[config.mk]
export PLATFORM = sky130hd
export DESIGN_NAME = fetch_stage
export DESIGN_NICKNAME = d
export VERILOG_FILES = /design/src/rtl/fetch_stage.sv
export SDC_FILE = /design/constraint.sdc
export NUM_CORES = 1
export LEC_CHECK = 0
export CORE_AREA = 2 2 205 147
export DETAILED_ROUTE_END_ITERATION = 10
export DIE_AREA = 0 0 207 149
export HOLD_SLACK_MARGIN = 0.05
export SLEW_MARGIN = 0
export SYNTH_ARGS = -nofsm -noshare
export SYNTH_HDL_FRONTEND = slang
export SYNTH_SLANG_ARGS = --single-unit
[constraint.sdc]
create_clock -name clk -period 2.65 [get_ports clk]
set_clock_uncertainty 0.1 [all_clocks]
set_input_delay 0.53 -clock clk [delete_from_list [all_inputs] [get_ports clk]]
set_output_delay 0.53 -clock clk [all_outputs]
set_load 0.02 [all_outputs]
[src/rtl/fetch_stage.sv]
// fetch_stage: RV32I IF stage and IF/ID register with a variable-latency
// imem handshake, EX/ID redirects and hazard stall/flush handling.
//
// Ports:
//   clk, reset_x        clock, async active-low reset
//   Fo_imemReq/Addr     fetch request and word-aligned address
//   Fi_imemValid/Inst   response completing the outstanding request
//   Fi_stall, Di_flush  hazard stall (hold) and flush (bubble IF/ID)
//   Di_jal/JalTarget    jal redirect from ID
//   Ei_redirect/PC      branch/jalr redirect from EX (highest priority)
//   Do_inst/pc/pcPlus4/valid  IF/ID register contents
//   Fo_fetchCnt/bubbleCnt     perf counters, only with FETCH_PERF_CNT_EN
module fetch_stage #(
  parameter logic [31:0] RESET_PC = 32'h0000_0000,
  parameter logic [31:0] NOP_INST = 32'h0000_0013
) (
  input  logic        clk,
  input  logic        reset_x,
  output logic        Fo_imemReq,
  output logic [31:0] Fo_imemAddr,
  input  logic        Fi_imemValid,
  input  logic [31:0] Fi_imemInst,
  input  logic        Fi_stall,
  input  logic        Di_flush,
  input  logic        Di_jal,
  input  logic [31:0] Di_jalTarget,
  input  logic        Ei_redirect,
  input  logic [31:0] Ei_redirectPC,
  output logic [31:0] Do_inst,
  output logic [31:0] Do_pc,
  output logic [31:0] Do_pcPlus4,
  output logic        Do_valid
`ifdef FETCH_PERF_CNT_EN
  ,
  output logic [31:0] Fo_fetchCnt,
  output logic [31:0] Fo_bubbleCnt
`endif
);

  typedef enum logic [1:0] {
    FETCH,
    HOLD,
    KILL
  } state_t;

  typedef enum logic [1:0] {
    OP_KEEP,
    OP_BUB,
    OP_MEM,
    OP_HELD
  } ifid_op_t;

  state_t      state;
  ifid_op_t    op;
  logic [31:0] pc;
  logic [31:0] pc_plus4;
  logic [31:0] held_inst;
  logic [31:0] saved_tgt;
  logic        jal_take;
  logic        redir;
  logic [31:0] tgt;

  // In KILL the ID instruction is already wrong-path, so its jal is moot.
  assign jal_take = Di_jal & ~Fi_stall & ~Ei_redirect
                  & (state != KILL);
  assign redir    = Ei_redirect | jal_take;
  assign tgt      = Ei_redirect ? Ei_redirectPC : Di_jalTarget;
  assign pc_plus4 = pc + 32'd4;

  assign Fo_imemReq  = (state != HOLD);
  assign Fo_imemAddr = {pc[31:2], 2'b00};

  always_comb begin
    op = OP_KEEP;
    if (redir || Di_flush)
      op = OP_BUB;
    else if (Fi_stall)
      op = OP_KEEP;
    else if (state == HOLD)
      op = OP_HELD;
    else if (state == FETCH && Fi_imemValid)
      op = OP_MEM;
    else
      op = OP_BUB;
  end

  always_ff @(posedge clk or negedge reset_x) begin
    if (!reset_x) begin
      state     <= FETCH;
      pc        <= RESET_PC;
      held_inst <= '0;
      saved_tgt <= '0;
    end else begin
      unique case (state)
        FETCH: begin
          if (redir) begin
            if (Fi_imemValid) begin
              pc <= tgt;
            end else begin
              saved_tgt <= tgt;
              state     <= KILL;
            end
          end else if (Fi_imemValid) begin
            if (Fi_stall) begin
              held_inst <= Fi_imemInst;
              state     <= HOLD;
            end else begin
              pc <= pc_plus4;
            end
          end
        end
        HOLD: begin
          if (redir) begin
            pc    <= tgt;
            state <= FETCH;
          end else if (!Fi_stall) begin
            pc    <= pc_plus4;
            state <= FETCH;
          end
        end
        KILL: begin
          // Wait out the stale response; newest EX target wins.
          if (Fi_imemValid) begin
            pc    <= Ei_redirect ? Ei_redirectPC : saved_tgt;
            state <= FETCH;
          end else if (Ei_redirect) begin
            saved_tgt <= Ei_redirectPC;
          end
        end
        default: state <= FETCH;
      endcase
    end
  end

  always_ff @(posedge clk or negedge reset_x) begin
    if (!reset_x) begin
      Do_inst    <= NOP_INST;
      Do_pc      <= RESET_PC;
      Do_pcPlus4 <= RESET_PC + 32'd4;
      Do_valid   <= 1'b0;
    end else begin
      unique case (op)
        OP_BUB: begin
          Do_inst  <= NOP_INST;
          Do_valid <= 1'b0;
        end
        OP_MEM: begin
          Do_inst    <= Fi_imemInst;
          Do_pc      <= pc;
          Do_pcPlus4 <= pc_plus4;
          Do_valid   <= 1'b1;
        end
        OP_HELD: begin
          Do_inst    <= held_inst;
          Do_pc      <= pc;
          Do_pcPlus4 <= pc_plus4;
          Do_valid   <= 1'b1;
        end
        default: ;
      endcase
    end
  end

`ifdef FETCH_PERF_CNT_EN
  logic [31:0] fetch_cnt;
  logic [31:0] bubble_cnt;

  always_ff @(posedge clk or negedge reset_x) begin
    if (!reset_x) begin
      fetch_cnt  <= '0;
      bubble_cnt <= '0;
    end else begin
      if (op == OP_MEM || op == OP_HELD)
        fetch_cnt <= fetch_cnt + 32'd1;
      if (op == OP_BUB)
        bubble_cnt <= bubble_cnt + 32'd1;
    end
  end

  assign Fo_fetchCnt  = fetch_cnt;
  assign Fo_bubbleCnt = bubble_cnt;
`endif

endmodule

==> impl_metrics.env <==
export IMPL_status="finished, final reports clean"
export IMPL_power_total_mw=10.4
export IMPL_wire_per_inst_microns=19.5
export IMPL_relSlewSlack_pct=55.4
export IMPL_yosys_cell_types_count=69
export IMPL_slew_violations=0
export IMPL_gr_usage_met1_pct=31.5
export IMPL_n_antenna_cell=0
export IMPL_hold_violations=0
export IMPL_cts_buffers=17
export IMPL_ant_nets=0
export IMPL_regToRegSetupSlack_ns=0.38
export IMPL_fin_nets=1357
export IMPL_avgSynthCellArea_sq_um=9.60
export IMPL_hp_class="flop to flop"
export IMPL_maxCapViolations=0
export IMPL_top_level_ports=233
export IMPL_grt_max_degree=61
export IMPL_ir_drop_mv=0.399
export IMPL_place_area_sq_mm=0.0129
export IMPL_dp_hpwl_mm=23.2
export IMPL_root_buffer="clkbuf_16"
export IMPL_routed_via_density=5.39
export IMPL_cts_tree="done"
export IMPL_crit_fanout=12
export IMPL_async_reset_ff_share_pct=100
export IMPL_yosys_warnings=0
export IMPL_grt_busiest_layer="met1"
export IMPL_dieWidth_microns=207
export IMPL_dieArea_sq_mm=0.0308
export IMPL_clkTransAtPathRegs_ns=0.08
export IMPL_synth_edf_count=0
export IMPL_cpPeakStageDelay_ns=0.64
export IMPL_routed_wl_mm=32.2
export IMPL_yosys_area_share_xor_xnor_pct=2.37
export IMPL_hold_ws_ns=0.377
export IMPL_arrival_ns=1.83
export IMPL_drc_errors=0
export IMPL_synth_compound_area_share_pct=19.2
export IMPL_design_area_sq_mm=0.0135
export IMPL_syn_instance_count=1040
export IMPL_p_per_area_mw_per_mm2=769
export IMPL_cellLeakagePower_nw=5.62
export IMPL_ys_seq_elements=193
export IMPL_port_buffers=230
export IMPL_antenna_found_initial=0
export IMPL_grt_usage_pct=20.9
export IMPL_fp_dieH_microns=149
export IMPL_insertion_delay_ns=0.45
export IMPL_row_count=53
export IMPL_finalSetupTns_ns=0
export IMPL_gp_congestion=0.809
export IMPL_cts_setup_buffers=0
export IMPL_cp_start_kind="flop"
export IMPL_synth_adder_area_share_pct=0.125
export IMPL_ys_flop_type="dfrtp_1"
export IMPL_clockBufferDepth=2
export IMPL_min_period_over_period_pct=92.8
export IMPL_grt_pass1_vias=8654
export IMPL_grt_ovfl_total=0
export IMPL_grt_pass1_wl_mm=50.4
export IMPL_worst_endpoint_required_ns=2.02
export IMPL_vias=8907
export IMPL_cts_repair_resized=0
export IMPL_coreArea_sq_mm=0.0292
export IMPL_synth_simple_area_share_pct=15.3
export IMPL_path_cells="nand2b_1 > clkdlybuf4s50_1"
export IMPL_syn_cell_area_sq_mm=0.00999
export IMPL_period_needed_ns=2.46
export IMPL_first_pass_iters=5
export IMPL_drtIter0Drc=764
export IMPL_critical_path_class="flop to output pin"
export IMPL_use_met2_pct=29.8
export IMPL_grtUsageMet3_pct=4.40
export IMPL_max_freq_mhz=407
export IMPL_slowest_stage="clkdlybuf4s50_1"
export IMPL_worst_pin_slew_ns=0.666
export IMPL_syn_to_final_growth_pct=35.5
export IMPL_muxShareOfSynthArea_pct=8.49
export IMPL_start_util_pct=34.2
export IMPL_drive_above_1_share_pct=13.7
export IMPL_cts_num_sinks=193
export IMPL_rsz0062_at_grt="false"
export IMPL_setup_violations=0
export IMPL_synth_top_family_by_area="compound AO/OA/AOI/OAI gates"
export IMPL_h_tree_depth=4
export IMPL_endpoint_kind="output pin"
export IMPL_seq_area_frac_synth_pct=48.4
-- synth_stat cells (3+ instances only) --
library cell	n	area share, %
o221ai_1	16	1.4
a21oi_1	43	2.2
buf_2	26	1.3
xnor2_1	19	1.7
o311ai_0	3	0.26
nor2_1	26	0.98
o22ai_1	5	0.31
nor4_1	3	0.19
nor3_1	26	1.3
clkbuf_1	41	1.5
and4_1	5	0.44
mux2_2	38	4.3
o21ai_0	91	4.6
buf_1	8	0.30
o31a_1	6	0.53
o21ai_1	7	0.35
a41oi_1	4	0.35
a211o_1	4	0.35
a211oi_1	7	0.53
o211a_1	4	0.40
nand4_1	6	0.38
o21a_1	8	0.60
nand3_1	23	1.2
nand2_1	211	7.9
o22a_1	9	0.79
or3_1	3	0.19
mux2i_1	42	4.2
inv_1	9	0.34
and3_1	7	0.44
xor2_1	8	0.70
dfstp_2	4	1.1
nand4_4	3	0.64
a31oi_1	10	0.63
and2_1	5	0.31
buf_4	34	2.6
a22oi_1	37	2.8
nand2b_1	3	0.19
dfrtp_1	189	47
a221o_1	7	0.70
a2bb2oi_1	4	0.35
-- path summary, 6_finish.rpt --
path | cells after the start | endpoint | from
min in group asynchronous | 2 | saved_tgt[22] | reset_x
max | 2 | Fo_imemReq | state[1]
max reg2reg | 6 | pc[30] | pc[2]
min | 2 | Do_pc[3] | Do_pc[3]
max in group asynchronous | 3 | Do_inst[1] | reset_x
min reg2reg | 2 | Do_pc[3] | Do_pc[3]
-- report_power, final --
part	leakage, nW	internal [mW]	switching, mW
registers	2.39	3.63	0.498
clock network	0.280	1.35	1.32
logic	2.95	1.73	1.88
-- worst max-delay path, delay by kind of cell, from the launching register on --
family                 cells  cell delay (ns)
buffers and inverters      1             0.64
DFF                        1             0.59
and+or+nand+nor            1             0.16
-- cell families after synthesis --
family	Yosys count
and+or+nand+nor	334
AOI/OAI and AO/OA	285
DFF	193
buffers and inverters	119
muxes	80
xor gates and xnor gates	27
adders and majority gates	1
other	1
-- placed cells by master, fill, tap and decap left out, types with 10 or more instances in the layout --
master,count
xnor2_1,19
buf_4,61
mux2i_1,42
o221ai_1,16
buf_12,11
clkdlybuf4s50_1,228
dfrtp_1,189
nand2_1,210
mux2_2,38
a31oi_1,10
o21ai_0,91
a22oi_1,37
a21oi_1,42
nor3_1,25
clkbuf_16,17
nand3_1,23
nor2_1,24
-- stage by stage --
step | utilization, % | instances | setup WS, ns
finish | 46.4 | 1651 | 0.191
global route | 46.4 | 1651 | 0.119
CTS | 46.4 | 1651 | 0.161
detailed placement | 44.3 | 1618 | 0.0498
global placement | 44.3 | 1618 | 0.0993
floorplan | - | 1041 | 0.589
-- sequential cells by signal (all words and copies together) (netlist names) --
register    flops
Do_inst        32
Do_pc          32
held_inst      32
pc             32
saved_tgt      32
Do_pcPlus4     30
state           2
Do_valid        1
-- layer usage --
metal	vias to the layer above	part of all wire, %
li1	4136	-
met1	4353	48
met2	386	43
met3	32	7.4
met4	0	1.8
met5	-	0
-- final cells by class --
class	count	area, sq um
Fill cell	2815	15600
Sequential cell	193	4830
Multi-Input combinational cell	729	4600
Timing Repair Buffer	303	2990
Tap cell	385	482
Clock buffer	17	425
Clock inverter	15	170
Inverter	9	33.8
-- what timing repair did --
item / in CTS / in global routing
hold buffers: 1 / 0
setup endpoints to repair: 0 / 0
endpoints found under the hold margin: 55 / 0
No activity file was read; power rests on OpenSTA's default activity.
